## config.mk

```make
export PLATFORM = sky130hd
export DESIGN_NAME = video_raster_gen
export DESIGN_NICKNAME = d
export VERILOG_FILES = /design/src/rtl/video_raster_gen.sv
export SDC_FILE = /design/constraint.sdc
export NUM_CORES = 1
export LEC_CHECK = 0
export CAP_MARGIN = 20
export CORE_UTILIZATION = 45
export CTS_BUF_LIST = sky130_fd_sc_hd__clkbuf_4 sky130_fd_sc_hd__clkbuf_8 sky130_fd_sc_hd__clkbuf_16
export CTS_CLUSTER_DIAMETER = 40
export DETAILED_ROUTE_END_ITERATION = 10
export PLACE_DENSITY = 0.69
export RECOVER_POWER = 100
export SLEW_MARGIN = 15
export SYNTH_ARGS = -nofsm -noshare
export SYNTH_HDL_FRONTEND = slang
export SYNTH_SLANG_ARGS = --single-unit
export TNS_END_PERCENT = 5
```

## constraint.sdc

```tcl
create_clock -name clk_sys -period 2.6 [get_ports clk_sys]
set_input_delay 0.65 -clock clk_sys [delete_from_list [all_inputs] [get_ports clk_sys]]
set_output_delay 0.65 -clock clk_sys [all_outputs]
set_load 0.01 [all_outputs]
```

## src/rtl/video_raster_gen.sv

```systemverilog
// video_raster_gen: raster timing, one-column-ahead VRAM prefetch,
// pixel serialiser and mono / 1-colour / 4-colour (MX) palette.
// Ports: clk_sys, reset_n (async, active low); ce_pix_p counter phase;
//   ce_pix_n data phase; mx, bw_mode mode requests (latched per frame);
//   rd_addr/rd_data VRAM read port ({column,row[7:0]}, {attr,bitmap});
//   R,G,B colour; hsync,vsync,hblank,vblank,de timing; frame_irq.
// Option VIDEO_LINEIRQ_EN adds line_cmp input and line_irq output.
module video_raster_gen #(
  parameter int H_TOTAL  = 512,
  parameter int H_ACTIVE = 384,
  parameter int HS_START = 416,
  parameter int HS_END   = 464,
  parameter int V_TOTAL  = 312,
  parameter int V_ACTIVE = 256,
  parameter int VS_START = 272,
  parameter int VS_END   = 282,
  parameter int ADDR_W   = 14
) (
  input  logic              clk_sys,
  input  logic              reset_n,
  input  logic              ce_pix_p,
  input  logic              ce_pix_n,
  input  logic              mx,
  input  logic              bw_mode,
  output logic [ADDR_W-1:0] rd_addr,
  input  logic [15:0]       rd_data,
  output logic [2:0]        R,
  output logic [2:0]        G,
  output logic [2:0]        B,
  output logic              hsync,
  output logic              vsync,
  output logic              hblank,
  output logic              vblank,
  output logic              de,
  output logic              frame_irq
`ifdef VIDEO_LINEIRQ_EN
  ,
  output logic              line_irq,
  input  logic [8:0]        line_cmp
`endif
);

  localparam int HC_W = $clog2(H_TOTAL);
  localparam int VC_W = $clog2(V_TOTAL);
  localparam int CW   = ADDR_W - 8;

  localparam logic [HC_W-1:0] HC_LAST = HC_W'(H_TOTAL - 1);
  localparam logic [HC_W-1:0] HA_L    = HC_W'(H_ACTIVE);
  localparam logic [HC_W-1:0] HS_S    = HC_W'(HS_START);
  localparam logic [HC_W-1:0] HS_E    = HC_W'(HS_END);
  localparam logic [VC_W-1:0] VC_LAST = VC_W'(V_TOTAL - 1);
  localparam logic [VC_W-1:0] VA_L    = VC_W'(V_ACTIVE);
  localparam logic [VC_W-1:0] VS_S    = VC_W'(VS_START);
  localparam logic [VC_W-1:0] VS_E    = VC_W'(VS_END);

  logic [HC_W-1:0] hc;
  logic [HC_W-1:0] hc_nx;
  logic [VC_W-1:0] vc;
  logic [VC_W-1:0] vc_nx;
  logic            hc_wrap;
  logic            frame_hit;

  logic [7:0] bmp;
  logic [7:0] bmp_nx;
  logic [7:0] attr;
  logic [7:0] attr_nx;
  logic       load;
  logic       hb_nx;
  logic       vb_nx;
  logic       blank_nx;
  logic       pix;

  logic       mx_l;
  logic       bw_l;
  logic [2:0] r_c;
  logic [2:0] g_c;
  logic [2:0] b_c;

  always_comb begin
    hc_wrap = (hc == HC_LAST);
    hc_nx   = hc_wrap ? '0 : hc + HC_W'(1);
    vc_nx   = vc;
    if (hc_wrap) begin
      vc_nx = (vc == VC_LAST) ? '0 : vc + VC_W'(1);
    end
    frame_hit = ce_pix_p & hc_wrap & (vc_nx == VA_L);
  end

  // Sync edges are decided on the counter value being entered, so
  // hsync/vsync always line up with the hc/vc they describe.
  always_ff @(posedge clk_sys or negedge reset_n) begin
    if (!reset_n) begin
      hc      <= '0;
      vc      <= '0;
      hsync   <= 1'b0;
      vsync   <= 1'b0;
      rd_addr <= '0;
    end else if (ce_pix_p) begin
      hc <= hc_nx;
      vc <= vc_nx;
      if (hc_nx == HS_S) begin
        hsync <= 1'b1;
      end else if (hc_nx == HS_E) begin
        hsync <= 1'b0;
      end
      if (hc_nx == HS_S && vc_nx == VS_S) begin
        vsync <= 1'b1;
      end else if (hc_nx == HS_S && vc_nx == VS_E) begin
        vsync <= 1'b0;
      end
      // Address the next column before its first pixel; at line
      // end this becomes column 0 of the following row.
      if (hc[2:0] == 3'd7) begin
        rd_addr <= {CW'(hc_nx >> 3), 8'(vc_nx)};
      end
    end
  end

  always_ff @(posedge clk_sys or negedge reset_n) begin
    if (!reset_n) begin
      frame_irq <= 1'b0;
      mx_l      <= 1'b0;
      bw_l      <= 1'b0;
    end else begin
      frame_irq <= frame_hit;
      if (frame_hit) begin
        mx_l <= mx;
        bw_l <= bw_mode;
      end
    end
  end

`ifdef VIDEO_LINEIRQ_EN
  logic line_hit;

  assign line_hit = ce_pix_p & hc_wrap &
                    (32'(vc_nx) == 32'(line_cmp));

  always_ff @(posedge clk_sys or negedge reset_n) begin
    if (!reset_n) begin
      line_irq <= 1'b0;
    end else begin
      line_irq <= line_hit;
    end
  end
`endif

  always_comb begin
    load     = (hc[2:0] == 3'd0) & (hc < HA_L) & (vc < VA_L);
    bmp_nx   = load ? rd_data[7:0] : {bmp[6:0], 1'b0};
    attr_nx  = load ? rd_data[15:8] : attr;
    hb_nx    = (hc >= HA_L);
    vb_nx    = (vc >= VA_L);
    blank_nx = hb_nx | vb_nx;
    pix      = bmp_nx[7];
  end

  always_comb begin
    r_c = '0;
    g_c = '0;
    b_c = '0;
    unique case (1'b1)
      bw_l: begin
        r_c = {3{pix}};
        g_c = {3{pix}};
        b_c = {3{pix}};
      end
      (!bw_l && !mx_l): begin
        r_c = {3{pix & attr_nx[6]}};
        g_c = {3{pix & attr_nx[5]}};
        b_c = {3{pix & attr_nx[4]}};
      end
      (!bw_l && mx_l && pix): begin
        r_c = {attr_nx[6], attr_nx[7], attr_nx[6]};
        g_c = {attr_nx[5], attr_nx[7], attr_nx[5]};
        b_c = {attr_nx[4], attr_nx[7], attr_nx[4]};
      end
      (!bw_l && mx_l && !pix): begin
        r_c = {attr_nx[2], attr_nx[3], attr_nx[2]};
        g_c = {attr_nx[1], attr_nx[3], attr_nx[1]};
        b_c = {attr_nx[0], attr_nx[3], attr_nx[0]};
      end
      default: begin
        r_c = '0;
        g_c = '0;
        b_c = '0;
      end
    endcase
  end

  // Colour is taken from the shifter value being written, so a word
  // loaded on this data phase is visible straight away.
  always_ff @(posedge clk_sys or negedge reset_n) begin
    if (!reset_n) begin
      bmp    <= '0;
      attr   <= '0;
      R      <= '0;
      G      <= '0;
      B      <= '0;
      hblank <= 1'b0;
      vblank <= 1'b0;
      de     <= 1'b0;
    end else if (ce_pix_n) begin
      bmp    <= bmp_nx;
      attr   <= attr_nx;
      hblank <= hb_nx;
      vblank <= vb_nx;
      de     <= ~blank_nx;
      R      <= blank_nx ? 3'd0 : r_c;
      G      <= blank_nx ? 3'd0 : g_c;
      B      <= blank_nx ? 3'd0 : b_c;
    end
  end

endmodule

```

==> flow_metrics.env <==
export IMPL_synthArstFlopShare_pct=100.0
export IMPL_cts_root_buf="clkbuf_8"
export IMPL_grt_overflow_total=0
export IMPL_fin_area_mm2=0.004287
export IMPL_viasPerCell=5.252
export IMPL_diodes=0
export IMPL_core_mm2=0.006832
export IMPL_cts_hold_buf=0
export IMPL_worstSkewPairLatency_ns=0.34
export IMPL_p_per_area_mw_per_mm2=746.2
export IMPL_start_kind="flip-flop"
export IMPL_finalCriticalPeriod_ns=2.625
export IMPL_synth_area_leader_cell="dfrtp_1"
export IMPL_grt_usage_pct=21.66
export IMPL_status="finished, violations left"
export IMPL_path_cells="ha_2, inv_2, or2_4, nor2_2, ha_4, buf_6, nand2b_4, nor3_2, o211ai_1, or4_4, o41ai_4, a2bb2oi_1"
export IMPL_cts_sinks=61
export IMPL_clk_pin_slew_ns=0.07
export IMPL_syn_area_per_cell_um2=9.982
export IMPL_synth_cells=321
export IMPL_arrival_ns=2.84
export IMPL_setup_viol=1
export IMPL_ant_nets=0
export IMPL_hold_slack_ns=0.4791
export IMPL_setup_ws_ns=-0.02492
export IMPL_placedCellCount=479
export IMPL_first_global_vias=2522
export IMPL_rsz0062_at_grt="true"
export IMPL_clockBufferDepth=2
export IMPL_placed_area_mm2=0.003973
export IMPL_antenna_found_initial=0
export IMPL_grt_max_degree=38
export IMPL_cp_max_fo=6
export IMPL_gp_congestion=0.9245
export IMPL_synthTopCellsByArea="dfrtp_1 48%, mux2i_1 5.0%, nor2_1 3.6%"
export IMPL_start_util_pct=46.90
export IMPL_maxSlewHeadroom_pct=16.20
export IMPL_finalHoldViolCount=0
export IMPL_drv_cap=0
export IMPL_io_pins=51
export IMPL_violations="negative setup slack"
export IMPL_critPathMaxStageDelay_ns=0.60
export IMPL_grt_pass1_wl_um=12320
export IMPL_hold_class="reg2reg"
export IMPL_ys_flop_type="dfrtp_1"
export IMPL_h_tree_depth=3
export IMPL_synth_top_cell_area_share_pct=47.64
export IMPL_leakagePower_nw=1.897
export IMPL_yosysWarnings=0
export IMPL_nNetsFinal=428
export IMPL_drt_iter0_drc=130
export IMPL_synth_edf_count=0
export IMPL_die_area_mm2=0.007462
export IMPL_post_route_period_util_pct=101.0
export IMPL_cts_made_buffers=9
export IMPL_critPathKind="reg2reg"
export IMPL_seq_area_frac_synth_pct=47.64
export IMPL_syn_nets=350
export IMPL_clock_fmax_mhz=381.0
export IMPL_skew_ns=0.007044
export IMPL_layout_drive_gt1_share_pct=20.79
export IMPL_cp_end_kind="flip-flop"
export IMPL_layoutNonFillerInstCount=500
export IMPL_netlist_area_mm2=0.003204
export IMPL_worst_pin_slew_ns=1.257
export IMPL_required_ns=2.82
export IMPL_place_hpwl_um=5251
export IMPL_cp_slowest_cell="or4_4"
export IMPL_drv_slew=0
export IMPL_yosysUniqueCellTypes=51
export IMPL_die_w_um=86.39
export IMPL_wl_per_cell_um=14.89
export IMPL_area_growth_pct=33.78
export IMPL_drc=0
export IMPL_port_buffers=50
export IMPL_rows=30
export IMPL_drt_total_wl_um=7443
export IMPL_fp_dieH_um=86.39
export IMPL_vias=2626
export IMPL_ir_drop_mv=0.4366
export IMPL_yosys_register_bits=61
export IMPL_first_pass_iters=4
export IMPL_cts_tree="yes"
-- cell usage after synthesis, types with 2 or more instances --
library cell,number
o22a_1,3
nand3_2,2
xor2_1,5
nand2_1,25
xnor2_1,10
nand2b_1,2
o21ai_0,19
inv_1,19
o31ai_1,8
or2_2,2
o21a_1,2
ha_1,7
o221ai_1,3
nor2_1,31
buf_2,4
mux2_2,10
mux2i_1,16
nor3_1,8
a22o_1,2
nand3_1,6
nand3b_1,2
o22ai_1,5
nor2b_1,6
buf_4,4
a21oi_1,17
mux2_4,2
and3_1,3
dfrtp_1,61
nand4_1,4
o41ai_1,2
clkbuf_1,11
-- layout make-up --
class | instances | area, um2
Fill cell | 577 | 2545
Multi-Input combinational cell | 222 | 1584
Sequential cell | 61 | 1526
Timing Repair Buffer | 86 | 755.7
Clock buffer | 12 | 158.9
Tap cell | 96 | 120.1
Inverter | 19 | 71.32
Clock inverter | 4 | 70.07
-- worst max-delay path, delay by kind of cell (launching register included) --
kind,cells,cell delay [ns]
AO/OA/AOI/OAI,3,0.58
adder cells (fa/ha/maj),2,0.37
buffers and inverters,2,0.18
flip-flops,1,0.39
AND/OR/NAND/NOR,5,0.98
-- per-layer routing --
metal | GRT usage, % | vias to the layer above | routed length (um)
met3 | 5.333 | 7 | 313
met1 | 29.52 | 1275 | 3554
li1 | - | 1283 | -
met2 | 34.05 | 61 | 3508
met4 | 6.970 | 0 | 67
met5 | 0 | - | 0
-- state kept, by name (all words and copies together) (netlist names) --
signal	count
rd_addr	14
hc	9
vc	9
attr	8
bmp	7
B	2
G	2
R	2
bw_l	1
de	1
frame_irq	1
hblank	1
hsync	1
mx_l	1
vblank	1
vsync	1
-- placed cells by master (no fill, tap or decap), drive strengths merged, types with 3 or more instances in the layout --
| master | count |
|---|---|
| a21oi | 17 |
| and3 | 4 |
| buf | 32 |
| clkbuf | 17 |
| clkdlybuf4s50 | 48 |
| dfrtp | 61 |
| ha | 7 |
| inv | 19 |
| mux2 | 12 |
| mux2i | 17 |
| nand2 | 25 |
| nand3 | 8 |
| nand4 | 5 |
| nor2 | 31 |
| nor2b | 6 |
| nor3 | 9 |
| o21ai | 19 |
| o221ai | 3 |
| o22a | 3 |
| o22ai | 5 |
| o31ai | 8 |
| or2 | 3 |
| xnor2 | 10 |
| xor2 | 5 |
-- worst paths after layout --
path / from / endpoint / slack [ns] / depth (start not counted)
min in group asynchronous: reset_n / rd_addr[7] / 0.56 / 1
min: rd_addr[9] / rd_addr[9] / 0.48 / 2
min reg2reg: rd_addr[9] / rd_addr[9] / 0.48 / 2
max in group asynchronous: reset_n / hsync / 0.64 / 2
max: hc[0] / vsync / -0.02 / 12
max reg2reg: hc[0] / vsync / -0.02 / 12
-- stage by stage --
| stage | setup TNS, ns | power [mW] | util (%) | setup WS (ns) |
|---|---|---|---|---|
| CTS | -0.01597 | 3.204 | 61.79 | -0.01597 |
| global placement | 0 | 2.205 | 58.15 | 0.02314 |
| detailed placement | -0.1776 | 2.234 | 58.15 | -0.06134 |
| global route | -0.3637 | 3.377 | 62.75 | -0.1299 |
| floorplan | -0.1350 | 1.812 | - | -0.06748 |
| finish | -0.02492 | 3.199 | 62.75 | -0.02492 |
-- cells by family after synthesis --
logic type	count (synthesis)	synth area share, %
flops	61	47.64
mux	29	9.879
xor+xnor	15	4.100
fa+ha+maj	7	2.733
compound gates	68	13.59
buf+inv	38	5.076
simple gates	103	16.99
-- what timing repair did --
action / in CTS / in global routing
resized for setup: 3 / 7
pin swaps: 3 / 5
gates cloned: 0 / 0
endpoints found under the setup margin: 3 / 3
buffers inserted: 0 / 5
-- power breakdown --
part / switching (mW) / internal [mW] / total [mW]
sequential: 0.115 / 1.14 / 1.26
combinational: 0.462 / 0.512 / 0.974
clock: 0.367 / 0.600 / 0.967
No activity file was read; power rests on OpenSTA's default activity.
